==> src/rtl/cmp_issuer_if.sv <==
// Signal bundle for cmp_issuer: command intake, compare-unit drive/result and response output.
// The slave side belongs to cmp_issuer; the master side is its environment.
interface cmp_issuer_if #(
    parameter int W  = 32,
    parameter int TW = 4
);
    logic          cmd_valid;
    logic          cmd_ready;
    logic [3:0]    cmd_fcn;
    logic [W-1:0]  cmd_a;
    logic [W-1:0]  cmd_b;
    logic [TW-1:0] cmd_tag;

    logic [3:0]    cmp_fcn;
    logic [W-1:0]  cmp_a;
    logic [W-1:0]  cmp_b;
    logic          cmp_o;

    logic          rsp_valid;
    logic          rsp_ready;
    logic          rsp_o;
    logic          rsp_err;
    logic [TW-1:0] rsp_tag;

    modport slave (
        input  cmd_valid, cmd_fcn, cmd_a, cmd_b, cmd_tag, cmp_o, rsp_ready,
        output cmd_ready, cmp_fcn, cmp_a, cmp_b, rsp_valid, rsp_o, rsp_err, rsp_tag
    );

    modport master (
        output cmd_valid, cmd_fcn, cmd_a, cmd_b, cmd_tag, cmp_o, rsp_ready,
        input  cmd_ready, cmp_fcn, cmp_a, cmp_b, rsp_valid, rsp_o, rsp_err, rsp_tag
    );
endinterface

==> src/rtl/cmp_issuer.sv <==
// Issues compare commands to a fixed-latency external compare unit and returns the results
// in issue order through a credit-limited result FIFO.
module cmp_issuer #(
    parameter int W   = 32,
    parameter int LAT = 2,
    parameter int D   = 4,
    parameter int TW  = 4
) (
    input  logic        clk,
    input  logic        rst,
    cmp_issuer_if.slave bus_io
);
    localparam int CW = $clog2(D + 1);
    localparam int PW = $clog2(D);
    localparam int EW = TW + 2;
    localparam logic [CW:0] DEPTH = (CW + 1)'(D);

    logic            alive_q;
    logic [CW-1:0]   inflight_q, inflight_d;
    logic [CW-1:0]   stored_q, stored_d;
    logic [CW:0]     occupancy;
    logic [PW-1:0]   wrPtr_q, rdPtr_q;
    logic [EW-1:0]   fifoMem_q [D];
    logic [LAT-1:0]  pipeValid_q;
    logic [LAT-1:0]  pipeErr_q;
    logic [TW-1:0]   pipeTag_q [LAT];
    logic [3:0]      cmpFcn_q;
    logic [W-1:0]    cmpA_q, cmpB_q;
    logic            accept, capture, pop;
    logic [EW-1:0]   captureEntry, headEntry;

    // Every accepted command holds a credit from issue until its response is popped.
    assign occupancy        = {1'b0, inflight_q} + {1'b0, stored_q};
    assign bus_io.cmd_ready = alive_q && (occupancy < DEPTH);

    assign accept  = bus_io.cmd_valid && bus_io.cmd_ready;
    assign capture = pipeValid_q[LAT-1];
    assign pop     = bus_io.rsp_valid && bus_io.rsp_ready;

    assign captureEntry = {bus_io.cmp_o & ~pipeErr_q[LAT-1], pipeErr_q[LAT-1], pipeTag_q[LAT-1]};
    assign headEntry    = fifoMem_q[rdPtr_q];

    assign bus_io.rsp_valid = (stored_q != '0);
    assign {bus_io.rsp_o, bus_io.rsp_err, bus_io.rsp_tag} = bus_io.rsp_valid ? headEntry : '0;

    assign bus_io.cmp_fcn = cmpFcn_q;
    assign bus_io.cmp_a   = cmpA_q;
    assign bus_io.cmp_b   = cmpB_q;

    always_comb begin
        inflight_d = inflight_q;
        stored_d   = stored_q;
        if (accept && !capture) begin
            inflight_d = inflight_q + 1'b1;
        end else if (!accept && capture) begin
            inflight_d = inflight_q - 1'b1;
        end
        if (capture && !pop) begin
            stored_d = stored_q + 1'b1;
        end else if (!capture && pop) begin
            stored_d = stored_q - 1'b1;
        end
    end

    // Clearing the pipe valid bits on reset is what makes late cmp_o samples harmless.
    always_ff @(posedge clk or posedge rst) begin
        if (rst) begin
            alive_q     <= 1'b0;
            inflight_q  <= '0;
            stored_q    <= '0;
            wrPtr_q     <= '0;
            rdPtr_q     <= '0;
            pipeValid_q <= '0;
            pipeErr_q   <= '0;
            for (int i = 0; i < LAT; i++) begin
                pipeTag_q[i] <= '0;
            end
            cmpFcn_q    <= '0;
            cmpA_q      <= '0;
            cmpB_q      <= '0;
        end else begin
            alive_q    <= 1'b1;
            inflight_q <= inflight_d;
            stored_q   <= stored_d;
            if (capture) begin
                wrPtr_q <= wrPtr_q + 1'b1;
            end
            if (pop) begin
                rdPtr_q <= rdPtr_q + 1'b1;
            end
            pipeValid_q[0] <= accept;
            pipeErr_q[0]   <= (bus_io.cmd_fcn >= 4'd10);
            pipeTag_q[0]   <= bus_io.cmd_tag;
            for (int i = 1; i < LAT; i++) begin
                pipeValid_q[i] <= pipeValid_q[i-1];
                pipeErr_q[i]   <= pipeErr_q[i-1];
                pipeTag_q[i]   <= pipeTag_q[i-1];
            end
            if (accept) begin
                cmpFcn_q <= bus_io.cmd_fcn;
                cmpA_q   <= bus_io.cmd_a;
                cmpB_q   <= bus_io.cmd_b;
            end
        end
    end

    always_ff @(posedge clk) begin
        if (capture) begin
            fifoMem_q[wrPtr_q] <= captureEntry;
        end
    end
endmodule

==> src/flat_wrapper.sv <==
// flat-port wrapper written by rule: the top's interface ports become plain ports
module cmp_issuer_flat 
#(
    parameter int W   = 32,
    parameter int LAT = 2,
    parameter int D   = 4,
    parameter int TW  = 4
)
  (clk, rst, bus_io_cmd_valid, bus_io_cmd_fcn, bus_io_cmd_a, bus_io_cmd_b, bus_io_cmd_tag, bus_io_cmp_o, bus_io_rsp_ready, bus_io_cmd_ready, bus_io_cmp_fcn, bus_io_cmp_a, bus_io_cmp_b, bus_io_rsp_valid, bus_io_rsp_o, bus_io_rsp_err, bus_io_rsp_tag);
  cmp_issuer_if #(.W(W), .TW(TW)) bus_io_i ();
  input  logic clk;
  input  logic rst;
  input wire logic [$bits(bus_io_i.cmd_valid)-1:0] bus_io_cmd_valid;
  input wire logic [$bits(bus_io_i.cmd_fcn)-1:0] bus_io_cmd_fcn;
  input wire logic [$bits(bus_io_i.cmd_a)-1:0] bus_io_cmd_a;
  input wire logic [$bits(bus_io_i.cmd_b)-1:0] bus_io_cmd_b;
  input wire logic [$bits(bus_io_i.cmd_tag)-1:0] bus_io_cmd_tag;
  input wire logic [$bits(bus_io_i.cmp_o)-1:0] bus_io_cmp_o;
  input wire logic [$bits(bus_io_i.rsp_ready)-1:0] bus_io_rsp_ready;
  output wire logic [$bits(bus_io_i.cmd_ready)-1:0] bus_io_cmd_ready;
  output wire logic [$bits(bus_io_i.cmp_fcn)-1:0] bus_io_cmp_fcn;
  output wire logic [$bits(bus_io_i.cmp_a)-1:0] bus_io_cmp_a;
  output wire logic [$bits(bus_io_i.cmp_b)-1:0] bus_io_cmp_b;
  output wire logic [$bits(bus_io_i.rsp_valid)-1:0] bus_io_rsp_valid;
  output wire logic [$bits(bus_io_i.rsp_o)-1:0] bus_io_rsp_o;
  output wire logic [$bits(bus_io_i.rsp_err)-1:0] bus_io_rsp_err;
  output wire logic [$bits(bus_io_i.rsp_tag)-1:0] bus_io_rsp_tag;
  assign bus_io_i.cmd_valid = bus_io_cmd_valid;
  assign bus_io_i.cmd_fcn = bus_io_cmd_fcn;
  assign bus_io_i.cmd_a = bus_io_cmd_a;
  assign bus_io_i.cmd_b = bus_io_cmd_b;
  assign bus_io_i.cmd_tag = bus_io_cmd_tag;
  assign bus_io_i.cmp_o = bus_io_cmp_o;
  assign bus_io_i.rsp_ready = bus_io_rsp_ready;
  assign bus_io_cmd_ready = bus_io_i.cmd_ready;
  assign bus_io_cmp_fcn = bus_io_i.cmp_fcn;
  assign bus_io_cmp_a = bus_io_i.cmp_a;
  assign bus_io_cmp_b = bus_io_i.cmp_b;
  assign bus_io_rsp_valid = bus_io_i.rsp_valid;
  assign bus_io_rsp_o = bus_io_i.rsp_o;
  assign bus_io_rsp_err = bus_io_i.rsp_err;
  assign bus_io_rsp_tag = bus_io_i.rsp_tag;
  cmp_issuer #(.W(W), .LAT(LAT), .D(D), .TW(TW)) u_core (.clk(clk), .rst(rst), .bus_io(bus_io_i));
endmodule
==> config.mk <==
export PLATFORM = sky130hd
export DESIGN_NAME = cmp_issuer_flat
export DESIGN_NICKNAME = d
export VERILOG_FILES = /design/src/rtl/cmp_issuer_if.sv /design/src/rtl/cmp_issuer.sv /design/src/flat_wrapper.sv
export SDC_FILE = /design/constraint.sdc
export NUM_CORES = 1
export LEC_CHECK = 0
export ABC_AREA = 1
export BUFFER_PORTS_ARGS = -buffer_cell sky130_fd_sc_hd__buf_4
export CORE_AREA = 2 2 94 114
export DETAILED_ROUTE_END_ITERATION = 8
export DIE_AREA = 0 0 96 116
export GPL_TIMING_DRIVEN = 0
export PLACE_DENSITY = 0.76
export SYNTH_ARGS = -nofsm -noshare
export SYNTH_HDL_FRONTEND = slang
export SYNTH_SLANG_ARGS = --single-unit
==> constraint.sdc <==
create_clock -name clk -period 3.95 [get_ports clk]
set_input_delay 0.1975 -clock clk [delete_from_list [all_inputs] [get_ports clk]]
set_output_delay 0.1975 -clock clk [all_outputs]
set_load 0.01 [all_outputs]
* Word level (Yosys, flattened, before mapping) *
Memories as Yosys holds them, arrays and structs flattened.
Index checks and enable logic that the tools add are counted.
Widths: inputs -> output; s select.

storage, ports and cells
  flip-flop bits (word level) = 91
  bits in writable memories = 24
  memories kept = 1

memory list
  memory            words  width  read ports  clocked after memory_dff  wr ports  line              RTL
  u_core.fifoMem_q  4      6      1           0                         1         cmp_issuer.sv:23  logic [EW-1:0] fifoMem_q [D];

cells by class
  $add $sub $neg = 7
  order comparisons = 2
  multiplexer cells = 7
  bitwise gates (word level) = 2
  reduce and logical (&&, ||, !) cells = 13

operator list
  operator             number
  $mux 3               4
  $logic_and 1x1->1    7
  $add 3x1->3 const B  2
  $mux 6               1
  $sub 3x1->3 const B  2
  $add 2x1->2 const B  2
  $add 3x3->4          1
  $ge 4x4->1 const B   1
  $lt 4x3->1 const B   1
  $reduce_bool 2->1    2
  $logic_not 1->1      3
  $reduce_bool 3->1    1
  $mux 1               2
  $and 1x1->1          1
  $not 1->1            1

* Longest topological paths before layout *
  depth after elaboration = 8
  depth in mapped cells = 15
  depth with buffers taken out = 13

* Worst setup path after synthesis *
Ideal clock, no wire load.

  path kind = register to register
  start = register u_core.stored_q[2]
  end = register u_core.inflight_q[2]
  setup time = 0.123 ns
  data arrival time = 2.222 ns
  data required time = 3.827 ns
  setup slack = 1.606 ns
  cell stages (with the launch flop) = 15
  path buffers = 2
  period minus slack after synthesis = 2.344 ns
  cells stage by stage = dfrtp_1 ha_1 inv_1 nand2_1 nor2_4 nand3_2 buf_4 buf_6 inv_1 ha_1 inv_1 fa_1 nand2_1 nand3_1 xnor2_1

between the ends
  longest elaborated chain between the ends = 7

RTL lines
  item                                line              RTL
  from (decl)                         cmp_issuer.sv:20  logic [CW-1:0] stored_q, stored_d;
  from (signal assigned)              cmp_issuer.sv:84  stored_q <= stored_d;
  $add 3x3->4 *                       cmp_issuer.sv:33  assign occupancy = {1'b0, inflight_q} + {1'b0, stored_q};
  $lt 4x3->1 *                        cmp_issuer.sv:34  assign bus_io.cmd_ready = alive_q && (occupancy < DEPTH);
  $logic_and 1x1->1 *                 cmp_issuer.sv:34
  $logic_and 1x1->1 *                 cmp_issuer.sv:36  assign accept = bus_io.cmd_valid && bus_io.cmd_ready;
  via u_core.accept                   cmp_issuer.sv:29  logic accept, capture, pop;
  $logic_not 1->1                     cmp_issuer.sv:55  end else if (!accept && capture) begin
  $logic_and 1x1->1                   cmp_issuer.sv:55
  $reduce_bool 2->1 (no source line)  --
  to (signal assigned)                cmp_issuer.sv:83  inflight_q <= inflight_d;
  to (decl)                           cmp_issuer.sv:19  logic [CW-1:0] inflight_q, inflight_d;

Mark *: on every way through the listed nets, which the timed path passes. The rest lies on a longest branch.
A chain may end at the register's enable or synchronous reset.

* Worst setup path after layout *
Same ends and word-level chain as after synthesis.

==> impl_metrics.json <==
{
  "drc": 0,
  "grt-ovfl-total": 0,
  "die_h_um": 116,
  "start_util_pct": 48.09,
  "cp.arrival_ns": 3.04,
  "cts_inserted_buffers": 17,
  "synth.yosys.seq_area_share_pct": 62.59,
  "fp-row-count": 40,
  "register_area_um2": 2998,
  "synthMuxAreaShare_pct": 0,
  "ant_nets": 0,
  "finalNonFillerCells": 806,
  "ios": 153,
  "dpl.hpwl_um": 8809,
  "p_leak_nw": 3.535,
  "critical_path.max_fanout": 10,
  "diodes": 0,
  "routed_wl_um": 12010,
  "outcome": "complete, no violations",
  "worstHoldPathType": "primary input to register",
  "clock-skew-final_ns": 0.008863,
  "fillers": 756,
  "routed_via_density": 4.993,
  "cts_tree": "yes",
  "cp-start-kind": "register",
  "yosys.area_share.simple_pct": 25.97,
  "ir_drop_uv": 553.4,
  "use_met3_pct": 8.778,
  "grt_setup_unrepaired": "false",
  "critical_path_class": "register to register",
  "antenna_found_initial": 0,
  "syn-num-nets": 578,
  "synth-main-ff-cell": "dfrtp_1",
  "clk_root_buffer_cell": "clkbuf_16",
  "port_buffers": 151,
  "worst_setup_path_end_kind": "register",
  "worst_slack_ns": 1.200,
  "synth_cells": 491,
  "busiest_layer": "met2",
  "power_density_nw_per_um2": 789.4,
  "async_flop_share_pct": 79.13,
  "synth-compound-area-share_pct": 0.9927,
  "maxClockFrequency_mhz": 363.7,
  "fp.coreArea_um2": 9960,
  "layout-drive-gt1-share_pct": 30.59,
  "synth_area_um2": 4790,
  "fp.dieW_um": 96,
  "hold_viol": 0,
  "whs_ns": 0.03611,
  "grt_pass1_vias": 3955,
  "multi_input_area_um2": 1496,
  "place_area_um2": 6111,
  "ctsResizeCount": 0,
  "syn_avg_cell_area_um2": 9.755,
  "clk_pin_slew_worst_paths_ns": 0.06,
  "setup_viol": 0,
  "critical_path_required_ns": 4.24,
  "ys_ff_latch": 115,
  "cts_setup_buffers": 0,
  "dp_cells": 769,
  "synth_xor_area_share_pct": 1.280,
  "place.gp.congestion": 0.8032,
  "final_max_slew_viol_count": 0,
  "grt_use_total_pct": 22.44,
  "utilization_pct": 67.59,
  "grt_pass1_wl_um": 18890,
  "tns_ns": 0,
  "area_delta_synth_final_pct": 40.54,
  "grt_max_degree": 63,
  "dr.pass1.iters": 4,
  "clock-sinks": 115,
  "fin_nets": 754,
  "drt_iter0_drc": 176,
  "period_needed_ns": 2.750,
  "wl_per_cell_um": 14.90,
  "finalCritPeriodShare_pct": 69.61,
  "power_mw": 5.314,
  "drv_cap": 0,
  "synth-edff-count": 24,
  "die_area_um2": 11140,
  "vias": 4024,
  "clk_latency_ns": 0.41,
  "grtUsageMet1_pct": 25.25,
  "synth_top_family_by_area": "simple AND/OR/NAND/NOR gates",
  "dp_worst_setup_slack_ns": 1.186,
  "use_met2_pct": 37.59,
  "cts_buffer_depth": 2,
  "synth_cell_type_count": 22,
  "fin_area_um2": 6731,
  "synthAdderAreaFrac_pct": 2.926,
  "htreeDepth": 4,
  "ys_warn_count": 0
}
[placed cells by master (no fill, tap or decap)]
cell / instances
a21oi_1: 6
buf_1: 4
buf_16: 1
buf_2: 17
buf_4: 153
buf_6: 1
bufinv_16: 1
clkbuf_1: 10
clkbuf_16: 17
clkbuf_8: 1
clkinv_2: 2
clkinv_4: 5
clkinvlp_4: 4
conb_1: 1
dfrtp_1: 91
dlygate4sd3_1: 5
edfxtp_1: 24
fa_1: 2
ha_1: 8
inv_1: 34
inv_4: 1
inv_6: 2
nand2_1: 181
nand3_1: 2
nand3_2: 2
nand4_1: 68
nor2_1: 26
nor2_4: 1
o21a_1: 1
o21ai_0: 2
xnor2_1: 5
xor2_1: 2
[Yosys cell counts, drive strengths merged, types with 2 or more instances]
cell type	number	share of area, %
nand3	4	0.63
inv	35	2.7
xnor2	5	0.91
xor2	2	0.37
clkbuf	10	0.78
nand2	181	14
a21oi	6	0.63
dfrtp	91	48
o21ai	2	0.21
edfxtp	24	15
buf	24	2.6
nand4	68	8.9
nor2	27	2.3
fa	2	0.84
ha	8	2.1
[cell type report]
class	instances	share of cell area [%]
inverter	35	1.989
clock inverter	14	1.952
clock buffer	18	6.524
multi-input combinational	307	22.23
tap	126	2.342
timing repair buffer	157	17.99
buffer	34	2.435
sequential	115	44.54
[registers in the layout, indices dropped and copies added (netlist names), 3 cells and up]
register	count
u_core.fifoMem_q	24
u_core.pipeTag_q	4
u_core.inflight_q	3
u_core.bus_io.cmp_b	32
u_core.bus_io.cmp_fcn	4
u_core.stored_q	3
u_core.bus_io.cmp_a	32
u_core.captureEntry	4
[final timing paths]
path | startpoint | end | slack (ns) | cells past startpoint
min | bus_io_cmd_a[23] | u_core.bus_io.cmp_a[23]$_DFFE_PP0P_ | 0.04 | 3
min reg2reg | u_core.pipeTag_q[6]$_DFF_PP0_ | u_core.captureEntry[2]$_DFF_PP0_ | 0.36 | 0
max reg2reg | u_core.stored_q[2]$_DFFE_PP0P_ | u_core.inflight_q[2]$_DFFE_PP0P_ | 1.20 | 14
max in group asynchronous | rst | u_core.pipeErr_q[0]$_DFF_PP0_ | 2.98 | 4
max | u_core.stored_q[2]$_DFFE_PP0P_ | u_core.inflight_q[2]$_DFFE_PP0P_ | 1.20 | 14
min in group asynchronous | rst | u_core.inflight_q[0]$_DFFE_PP0P_ | 0.35 | 3
[power breakdown]
group,internal (mW),switching [mW]
logic,0.883,1.14
clock network,0.885,0.556
registers,1.61,0.246
total,3.38,1.94
[layer usage]
metal / wire, µm / vias up
met5: 0 / -
met4: 272 / 0
met3: 958 / 25
met2: 6093 / 136
met1: 4685 / 1903
li1: - / 1960
[kinds of logic after synthesis]
kind of cell,Yosys count
simple gates,280
flops,115
other cells,1
xor+xnor,7
compound gates,9
buf+inv,69
fa+ha+maj,10
[repair_timing]
action | 4_1_cts | 5_1_grt
hold buffers | 5 | 0
endpoints found under the hold margin | 33 | 0
setup endpoints to repair | 0 | 0
[worst max-delay path, cell delays in order (launching register included)]
cell	delay [ns]
dfrtp_1	0.39
ha_1	0.29
inv_1	0.05
nand2_1	0.07
nor2_4	0.24
nand3_2	0.19
buf_4	0.22
buf_6	0.14
inv_1	0.10
ha_1	0.17
inv_1	0.07
fa_1	0.39
nand2_1	0.08
nand3_1	0.10
xnor2_1	0.13
No activity file was read; power rests on OpenSTA's default activity.
